[config.mk]
export PLATFORM = sky130hd
export DESIGN_NAME = plr_stage_buf
export DESIGN_NICKNAME = d
export VERILOG_FILES = /design/src/rtl/plr_stage_buf.sv
export SDC_FILE = /design/constraint.sdc
export NUM_CORES = 1
export LEC_CHECK = 0
export ABC_AREA = 1
export ABC_CLOCK_PERIOD_IN_PS = 4200
export CAP_MARGIN = 5
export CORE_MARGIN = 2
export CORE_UTILIZATION = 46
export DETAILED_ROUTE_END_ITERATION = 8
export GPL_TIMING_DRIVEN = 0
export MAX_ROUTING_LAYER = met4
export PLACE_DENSITY = 0.94
export SETUP_SLACK_MARGIN = 0.3
export SYNTH_ARGS = -nofsm -noshare
export SYNTH_HDL_FRONTEND = slang
export SYNTH_SLANG_ARGS = --single-unit
[constraint.sdc]
create_clock -name CLOCK -period 4.2 [get_ports CLOCK]
set_clock_uncertainty 0.05 [all_clocks]
set_input_delay 1.05 -clock CLOCK [delete_from_list [all_inputs] [get_ports CLOCK]]
set_output_delay 1.05 -clock CLOCK [all_outputs]
set_load 0.02 [all_outputs]
[src/rtl/plr_stage_buf.sv]
// plr_stage_buf
// Reusable pipeline-stage register placed between two stages of the core
// pipeline. It carries an opaque DATA_W-bit bundle under a valid/ready
// handshake, supports a synchronous FLUSH and counts stalled cycles.
//
// Build option: define PLR_SKID_EN to add a second (skid) entry. IN_READY then
// depends only on registered state (and RESET), which breaks the
// combinational path from OUT_READY back to IN_READY. Without the macro the
// block is a single register with IN_READY = !out_v || OUT_READY.
//
// Ports
//   CLOCK      in   rising-edge clock
//   RESET      in   synchronous, active-high reset
//   FLUSH      in   synchronous kill of all held entries (counter kept)
//   IN_VALID   in   upstream offers IN_DATA
//   IN_READY   out  block accepts a bundle this cycle (0 while RESET)
//   IN_DATA    in   upstream bundle, DATA_W bits
//   OUT_VALID  out  OUT_DATA holds a live bundle
//   OUT_READY  in   downstream consumes OUT_DATA this cycle
//   OUT_DATA   out  bundle presented downstream, DATA_W bits
//   STALL_CNT  out  saturating count of OUT_VALID && !OUT_READY edges
module plr_stage_buf #(
  parameter int DATA_W = 32,
  parameter int CNT_W  = 16
) (
  input  logic              CLOCK,
  input  logic              RESET,
  input  logic              FLUSH,
  input  logic              IN_VALID,
  output logic              IN_READY,
  input  logic [DATA_W-1:0] IN_DATA,
  output logic              OUT_VALID,
  input  logic              OUT_READY,
  output logic [DATA_W-1:0] OUT_DATA,
  output logic [CNT_W-1:0]  STALL_CNT
);

  // Increment that sticks at the all-ones value.
  function automatic logic [CNT_W-1:0] sat_inc(input logic [CNT_W-1:0] v);
    if (&v) return v;
    return v + CNT_W'(1);
  endfunction

  logic              out_v_q, out_v_d;
  logic [DATA_W-1:0] out_data_q, out_data_d;
  logic [CNT_W-1:0]  stall_cnt_q, stall_cnt_d;
  logic              in_xfer;
  logic              stall;

`ifdef PLR_SKID_EN
  logic              sk_v_q, sk_v_d;
  logic [DATA_W-1:0] sk_data_q, sk_data_d;

  // Ready depends only on the skid occupancy: one free slot is always
  // enough to absorb the bundle that arrives while downstream stalls.
  assign IN_READY = !RESET && !sk_v_q;
`else
  assign IN_READY = !RESET && (!out_v_q || OUT_READY);
`endif

  assign in_xfer = IN_VALID && IN_READY;
  assign stall   = out_v_q && !OUT_READY;

  always_comb begin
    out_v_d     = out_v_q;
    out_data_d  = out_data_q;
`ifdef PLR_SKID_EN
    sk_v_d      = sk_v_q;
    sk_data_d   = sk_data_q;
    if (!out_v_q || OUT_READY) begin
      if (sk_v_q) begin
        // Older bundle in the skid moves forward first to keep order.
        out_v_d    = 1'b1;
        out_data_d = sk_data_q;
        sk_v_d     = in_xfer;
        if (in_xfer) sk_data_d = IN_DATA;
      end else begin
        out_v_d = in_xfer;
        if (in_xfer) out_data_d = IN_DATA;
      end
    end else if (in_xfer) begin
      sk_v_d    = 1'b1;
      sk_data_d = IN_DATA;
    end
`else
    if (!out_v_q || OUT_READY) begin
      out_v_d = in_xfer;
      if (in_xfer) out_data_d = IN_DATA;
    end
`endif
    // Flush drops held entries and any bundle accepted on the same edge.
    if (FLUSH) begin
      out_v_d    = 1'b0;
      out_data_d = '0;
`ifdef PLR_SKID_EN
      sk_v_d     = 1'b0;
`endif
    end
    stall_cnt_d = stall ? sat_inc(stall_cnt_q) : stall_cnt_q;
  end

  always_ff @(posedge CLOCK) begin
    if (RESET) begin
      out_v_q     <= 1'b0;
      out_data_q  <= '0;
      stall_cnt_q <= '0;
`ifdef PLR_SKID_EN
      sk_v_q      <= 1'b0;
      sk_data_q   <= '0;
`endif
    end else begin
      out_v_q     <= out_v_d;
      out_data_q  <= out_data_d;
      stall_cnt_q <= stall_cnt_d;
`ifdef PLR_SKID_EN
      sk_v_q      <= sk_v_d;
      sk_data_q   <= sk_data_d;
`endif
    end
  end

  assign OUT_VALID = out_v_q;
  assign OUT_DATA  = out_data_q;
  assign STALL_CNT = stall_cnt_q;

endmodule

### Yosys cells after proc, flatten, opt, wreduce, memory -nomap -nowiden

Index checks and enable logic that the tools add are counted.

* register bits after elaboration: 49
* latch bits: 0
* RAM bits: 0
* memory bits (read-only): 0
* input bits: 37
* output and inout port bits: 50
* logic and storage cells: 18
* memories: 0

* $add $sub $neg: 1
* multiply operators: 0
* divide/modulo/power cells: 0
* magnitude comparators: 0
* equal/unequal tests: 1
* shifts and indexed selects: 0
* mux-type cells: 2
* bitwise operators: 0
* reductions and logical operators: 11

Operator list (number)
* 16-bit by 1-bit adder with 16-bit output (second input constant): 1
* 16-bit two-way mux: 1
* 16-bit AND reduction: 1
* 2-bit AND reduction: 2
* 1-bit logical AND: 3
* 1-bit logical NOT: 3
* 2-bit inequality test (second input constant): 1
* 2-bit OR reduction: 1
* 1-bit logical OR: 1
* 1-bit two-way mux: 1

### Longest topological paths before layout

Gate-level depths: netlist of run 1.

* depth in word-level cells: 5
* depth in mapped cells: 8
* gate-level depth less buffers: 8

### Worst setup path after synthesis of run 1

No wires, ideal clock.

* path type: input -> output
* start: in OUT_READY
* end: out IN_READY
* arrival: 1579 ps
* data required time: 3100 ps
* slack: 1521 ps
* stages: 5
* path buffers: 1
* path through: inv_1 nand2_4 inv_2 nor2_4 buf_4

* longest elaborated chain between the ends: 2

RTL lines
* start: declaration: line 33 `input logic OUT_READY,`
* 1-bit logical OR: line 58 `assign IN_READY = !RESET && (!out_v_q || OUT_READY);`
* 1-bit logical AND: line 58
* end: declaration: line 30 `output logic IN_READY,`

No other way between the ends.

### Worst setup path after layout of run 1

Ends and elaborated chain as after synthesis.

==> results of run 1 <==
-- worst max path at each step --
stage               from        to  depth (start not counted)
6_report       OUT_READY  IN_READY                          7
5_1_grt        OUT_READY  IN_READY                          7
4_1_cts        OUT_READY  IN_READY                          7
3_5_place_dp   OUT_READY  IN_READY                          7
3_3_place_gp   OUT_READY  IN_READY                          7
2_1_floorplan  OUT_READY  IN_READY                          5
-- cells by family (layout without fill, tap and decap cells) --
logic type	count (synthesis)	count (layout)	synth area share, %
AND/OR/NAND/NOR	169	169	35.4
flip-flops	49	49	45.7
AO/OA/AOI/OAI	47	47	11.0
buffers and inverters	33	126	7.35
adder cells (fa/ha/maj)	1	1	0.583
-- synth_stat cells (2+ instances only) --
cell,number
sky130_fd_sc_hd__nand2_1,67
sky130_fd_sc_hd__a21oi_1,46
sky130_fd_sc_hd__buf_4,3
sky130_fd_sc_hd__nand2_2,3
sky130_fd_sc_hd__clkbuf_1,6
sky130_fd_sc_hd__buf_2,6
sky130_fd_sc_hd__dfxtp_1,49
sky130_fd_sc_hd__nor2_4,3
sky130_fd_sc_hd__nor2_1,37
sky130_fd_sc_hd__buf_6,2
sky130_fd_sc_hd__nand3_1,53
sky130_fd_sc_hd__inv_1,15
-- worst max-delay path, stage by stage --
cell	delay, ps
sky130_fd_sc_hd__clkdlybuf4s50_1	470
sky130_fd_sc_hd__inv_1	60
sky130_fd_sc_hd__nand2_4	120
sky130_fd_sc_hd__inv_2	70
sky130_fd_sc_hd__nor2_4	180
sky130_fd_sc_hd__buf_4	210
sky130_fd_sc_hd__dlymetal6s2s_1	230
-- repair_timing --
item                       4_1_cts  5_1_grt
hold buffers                     0        0
resized for setup                0        1
setup endpoints to repair        0        1
-- final cells by class --
cell class              instances  area share [%]
well taps                      52            2.06
multi-input cells             217            31.8
repair buffers                 85            27.0
clock buffers                   7            3.04
flip-flops and latches         49            31.0
inverters                      16            1.90
plain buffers                  17            3.08
clock inverters                 1           0.158
-- report_power, final --
part | switching, mW | internal (mW)
Combinational | 0.0524 | 0.0571
Clock | 0.149 | 0.149
Sequential | 0.00432 | 0.472
-- stage by stage --
| stage | total power, mW | cell area [µm²] |
|---|---|---|
| global placement | 0.593 | 3060 |
| global route | 0.925 | 3160 |
| detailed placement | 0.596 | 3060 |
| CTS | 0.890 | 3160 |
| finish | 0.883 | 3160 |
| floorplan | 0.536 | 2140 |
-- sequential cells by signal (all words and copies together) (netlist names) --
name and cells:
OUT_DATA 32, OUT_VALID 1, STALL_CNT 16
-- routing by layer --
metal / global-route usage, % / wire length (µm) / up-vias
met5: - / 0 / -
met4: 10.1 / 131 / 0
met3: 7.92 / 442 / 16
met2: 40.7 / 2880 / 83
met1: 25.3 / 2320 / 1044
li1: - / - / 1163
==> results_dict.tcl, run 1 <==
set metrics [dict create \
    whs_path_depth 2 \
    cts-root-to-sink-buffers 2 \
    die_area_um2 5220 \
    post_synth_num_cell_types 21 \
    fp.dieW_um 72.3 \
    slew_viol_final 0 \
    wl_mm 5.77 \
    drive_above_1_share_pct 7.40 \
    vdd_drop_max_uv 232 \
    route.vias.total 2306 \
    clk_pin_slew_worst_paths_ps 80 \
    worst_r2r_endpoint "STALL_CNT[14]" \
    dp_hpwl_mm 4.45 \
    outcome "finished, final reports clean" \
    fillerInstances 364 \
    minimum_setup_slack_among_reg_to_reg_paths_ps 2540 \
    floorplan.io_pins 87 \
    endpoint_kind "output port" \
    nNetsFinal 429 \
    routed_wire_length_per_instance_um 13.0 \
    p_leak_nw 1.17 \
    syn-instance-count 299 \
    worstReg2RegStart "STALL_CNT[0]" \
    finalHoldWorstSlack_ps 414 \
    netlist_top_cells_area "sky130_fd_sc_hd__dfxtp_1 (46%), sky130_fd_sc_hd__nand3_1 (12%), sky130_fd_sc_hd__nand2_1 (12%)" \
    hold_start "OUT_DATA[22]" \
    synth_enable_flop_cells 0 \
    post_cts_buffers 0 \
    largest_area_contributor_in_the_netlist "sky130_fd_sc_hd__dfxtp_1" \
    seq_area_frac_synth_pct 45.7 \
    gr-total-overflow 0 \
    final.setup.tns_ps 0 \
    place.detailed.instances 436 \
    mappedNetlistNets 337 \
    post-route-drc-count 0 \
    finish.cell_count_without_fillers 444 \
    ys_async_rst_share_pct 0 \
    sequential_cell_area_um2 981 \
    finalWeightedCongestion 0.902 \
    start_util_pct 48.6 \
    grt_pass1_wl_mm 9.70 \
    rsz0062_at_grt "false" \
    commonest_register_cell_after_synthesis "sky130_fd_sc_hd__dfxtp_1" \
    powerDensity_nw_per_um2 279 \
    mostFrequentLayoutCell "sky130_fd_sc_hd__clkdlybuf4s50_1" \
    clock_tree_from_tritoncts "done" \
    synthesis.area_per_instance_um2 7.17 \
    worstPathRequired_ps 3100 \
    max-cap-violations 0 \
    startpoint_type "input pin" \
    yosys_warnings 0 \
    min_period_over_period_pct 83.5 \
    timing.critical_path.arrival_ps 2410 \
    fmaxAchievable_ghz 0.285 \
    cts_sinks 49 \
    area_growth_syn_to_layout_pct 47.5 \
    tightest_slew_ps 471 \
    footprint_of_the_multi_input_gates_um2 1010 \
    rows 24 \
    layout_common_cells "sky130_fd_sc_hd__clkdlybuf4s50_1 (84), sky130_fd_sc_hd__nand2_1 (67), sky130_fd_sc_hd__nand3_1 (53), sky130_fd_sc_hd__dfxtp_1 (49), sky130_fd_sc_hd__a21oi_1 (46)" \
    setup_slack_after_placement_ps 325 \
    area_inside_the_core_boundary_um2 4410 \
    number_of_global_route_vias_before_repair 2257 \
    source_to_sink_clock_delay_at_the_later_pin_of_the_worst_skew_pair_ps 300 \
    maximum_number_of_pins_on_one_net_before_global_route_repair 15 \
    final_core_util_pct 71.7 \
    drt_first_iter_violations 153 \
    ff2ff_path_depth 8 \
    dr.pass1.iters 4 \
    setup.worst_path.class "in2out" \
    global_route.usage.total_pct 23.9 \
    worst_slew_margin_rel_pct 68.6 \
    avgViaCountPerCell 5.19 \
    antenna_found_initial 0 \
    clock-root-buffer "sky130_fd_sc_hd__clkbuf_8" \
    ant_nets 0 \
    htreeDepth 2 \
    report.final.hold_viol_count 0 \
    die_height_um 72.3 \
    io_buffers 85 \
    setup_ws_ps 694 \
    setup_violations 0 \
    final.min_clock_period_ps 3510 \
    hold_path_class "reg2reg" \
    worstHoldEndpoint "OUT_DATA[22]" \
    post_synth_instance_area_um2 2140 \
    postSynthRegisterBits 49 \
    post-synth-top-area-fraction_pct 45.7 \
    cts_buffers 5 \
    antenna_cells 0 \
    critical_path.max_fanout 10 \
]
Note: power is estimated with default switching activity, not from simulation.
==> run 2, diff against run 1 <==
--- a/config.mk
+++ b/config.mk
@@ -6,14 +6,14 @@
 export NUM_CORES = 1
 export LEC_CHECK = 0
 export ABC_AREA = 1
-export ABC_CLOCK_PERIOD_IN_PS = 4200
+export ABC_CLOCK_PERIOD_IN_PS = 2940
 export CAP_MARGIN = 5
 export CORE_MARGIN = 2
-export CORE_UTILIZATION = 46
+export CORE_UTILIZATION = 39
 export DETAILED_ROUTE_END_ITERATION = 8
 export GPL_TIMING_DRIVEN = 0
 export MAX_ROUTING_LAYER = met4
-export PLACE_DENSITY = 0.94
+export PLACE_DENSITY = 0.85
 export SETUP_SLACK_MARGIN = 0.3
 export SYNTH_ARGS = -nofsm -noshare
 export SYNTH_HDL_FRONTEND = slang
==> constraint.sdc (replaced) <==
create_clock -name CLOCK -period 2.94 [get_ports CLOCK]
set_clock_uncertainty 0.05 [all_clocks]
set_input_delay 0.735 -clock CLOCK [delete_from_list [all_inputs] [get_ports CLOCK]]
set_output_delay 0.735 -clock CLOCK [all_outputs]
set_load 0.02 [all_outputs]
==> run 2 against run 1 <==
Cell count up 4.7%; utilization down 9.8 points; clock-buffer cell count unchanged; sequential share of layout area down 0.57 points; setup slack worse by 310 ps; highest routed layer unchanged; sequential cell count unchanged; die area up 17%; critical path type unchanged.
==> results_dict.tcl, run 2 (synthesized netlist as in run 1, its figures left out) <==
set metrics [dict create \
    start_util_pct 41.2 \
    layout_common_cells "sky130_fd_sc_hd__clkdlybuf4s50_1 (84), sky130_fd_sc_hd__nand2_1 (67), sky130_fd_sc_hd__nand3_1 (53), sky130_fd_sc_hd__dfxtp_1 (49), sky130_fd_sc_hd__a21oi_1 (46)" \
    final.min_clock_period_ps 2560 \
    clock-root-buffer "sky130_fd_sc_hd__clkbuf_8" \
    timing.critical_path.arrival_ps 1770 \
    source_to_sink_clock_delay_at_the_later_pin_of_the_worst_skew_pair_ps 290 \
    final_core_util_pct 61.9 \
    outcome "finished, final reports clean" \
    powerDensity_nw_per_um2 412 \
    rsz0062_at_grt "false" \
    setup.worst_path.class "in2out" \
    rows 26 \
    hold_path_class "reg2reg" \
    worstPathRequired_ps 2150 \
    number_of_global_route_vias_before_repair 2052 \
    htreeDepth 2 \
    fp.dieW_um 78.2 \
    placed_area_um2 3080 \
    critical_path.max_fanout 10 \
    setup_violations 0 \
    report.final.hold_viol_count 0 \
    io_buffers 85 \
    cts-root-to-sink-buffers 2 \
    floorplan.io_pins 87 \
    fmaxAchievable_ghz 0.391 \
    die_area_um2 6110 \
    post-route-drc-count 0 \
    critical_path.cell_chain "clkdlybuf4s50_1 > inv_1 > nand2_4 > inv_2 > nor2_4 > buf_6 > buf_4" \
    area_growth_syn_to_layout_pct 50.3 \
    path_delay_family "buffers and inverters" \
    slew_viol_final 0 \
    worst_slew_margin_rel_pct 69.5 \
    power.switching_fraction_pct 22.1 \
    wl_mm 5.64 \
    max-cap-violations 0 \
    pwr-share-comb_pct 11.8 \
    min_period_over_period_pct 86.9 \
    cts_sinks 49 \
    finalInstanceArea_um2 3220 \
    finalWeightedCongestion 0.899 \
    tightest_slew_ps 457 \
    p_seq_share_pct 51.2 \
    grt_pass1_wl_mm 9.33 \
    ant_nets 0 \
    antenna_found_initial 0 \
    area_inside_the_core_boundary_um2 5200 \
    endpoint_kind "output port" \
    vdd_drop_max_uv 371 \
    clock_tree_from_tritoncts "done" \
    nNetsFinal 432 \
    drt_first_iter_violations 99 \
    largest_register_ffs 32 \
    post_cts_hold_buffer_count 0 \
    p_leak_nw 1.18 \
    mostFrequentLayoutCell "sky130_fd_sc_hd__clkdlybuf4s50_1" \
    gr-total-overflow 0 \
    internal_power_mw 1.03 \
    cpPeakStageDelay_ps 450 \
    cts_buffers 5 \
    worst_path_buf_inv 5 \
    routed_wire_length_per_instance_um 12.1 \
    die_height_um 78.2 \
    critical-path-slowest-cell "sky130_fd_sc_hd__clkdlybuf4s50_1" \
    clock_power_share_pct 37.0 \
    dr.pass1.iters 4 \
    startpoint_type "input pin" \
    avgViaCountPerCell 4.92 \
    drive_above_1_share_pct 8.10 \
    total_switching_power_mw 0.293 \
    power.total_mw 1.33 \
    maximum_number_of_pins_on_one_net_before_global_route_repair 15 \
    antenna_cells 0 \
    dp_hpwl_mm 4.19 \
    global_route.usage.total_pct 19.3 \
    clk_pin_slew_worst_paths_ps 90 \
    route.vias.total 2286 \
]
-- run 2: layout make-up --
class                           instances  area (µm²)
Fill cell                             480        1980
Multi-Input combinational cell        217        1010
Sequential cell                        49         981
Timing Repair Buffer                   88         871
Buffer                                 17         101
Tap cell                               70        87.6
Clock buffer                            7        86.3
Inverter                               16        60.1
Clock inverter                          1        30.0
-- run 2: per-layer routing --
layer  share of wire [%]  GRT usage, %
met1                  42          22.4
met3                 8.0          6.09
met5                   0             -
met2                  49          32.7
met4                0.75          4.74
-- run 2: repair_timing --
action	4_1_cts	5_1_grt
buffers inserted	1	2
gates resized for setup	6	0
setup endpoints to repair	1	1
pin swaps	1	1
-- run 2: power by group through the flow --
stage          combinational, mW  clock [mW]  sequential, mW
2_1_floorplan             0.0573           0           0.708
3_3_place_gp               0.153           0           0.695
3_5_place_dp               0.155           0           0.695
4_1_cts                    0.157       0.502           0.680
5_1_grt                    0.171       0.530           0.681
6_report                   0.156       0.491           0.680
-- run 2: worst min-delay path: cells and delay by family (launching register included) --
kind | cells | cell delay [ps]
compound gates | 1 | 50
flops | 1 | 320
simple gates | 1 | 60
-- run 2: through the flow --
step | cells | hold WS (ps) | setup slack, ps | setup TNS (ps)
5_1_grt | 465 | 440 | 306 | 0
3_3_place_gp | 454 | 397 | -272 | -272
3_5_place_dp | 454 | 406 | -268 | -268
2_1_floorplan | 299 | 486 | 891 | 0
4_1_cts | 463 | 418 | 322 | 0
6_report | 465 | 416 | 385 | 0
-- run 2: path summary, 6_finish.rpt --
kind,startpoint,endpoint,slack [ps],cells past startpoint
max,OUT_READY,IN_READY,380,7
max reg2reg,STALL_CNT[0],STALL_CNT[14],1310,8
min reg2reg,OUT_DATA[29],OUT_DATA[29],420,2
min,OUT_DATA[29],OUT_DATA[29],420,2
==> run 3, diff against run 2 <==
--- a/config.mk
+++ b/config.mk
@@ -15,6 +15,7 @@
 export MAX_ROUTING_LAYER = met4
 export PLACE_DENSITY = 0.85
 export SETUP_SLACK_MARGIN = 0.3
+export SKIP_LAST_GASP = 1
 export SYNTH_ARGS = -nofsm -noshare
 export SYNTH_HDL_FRONTEND = slang
 export SYNTH_SLANG_ARGS = --single-unit
==> results of run 3 <==
The final DEF is identical to that of run 2; final timing and power are the same.
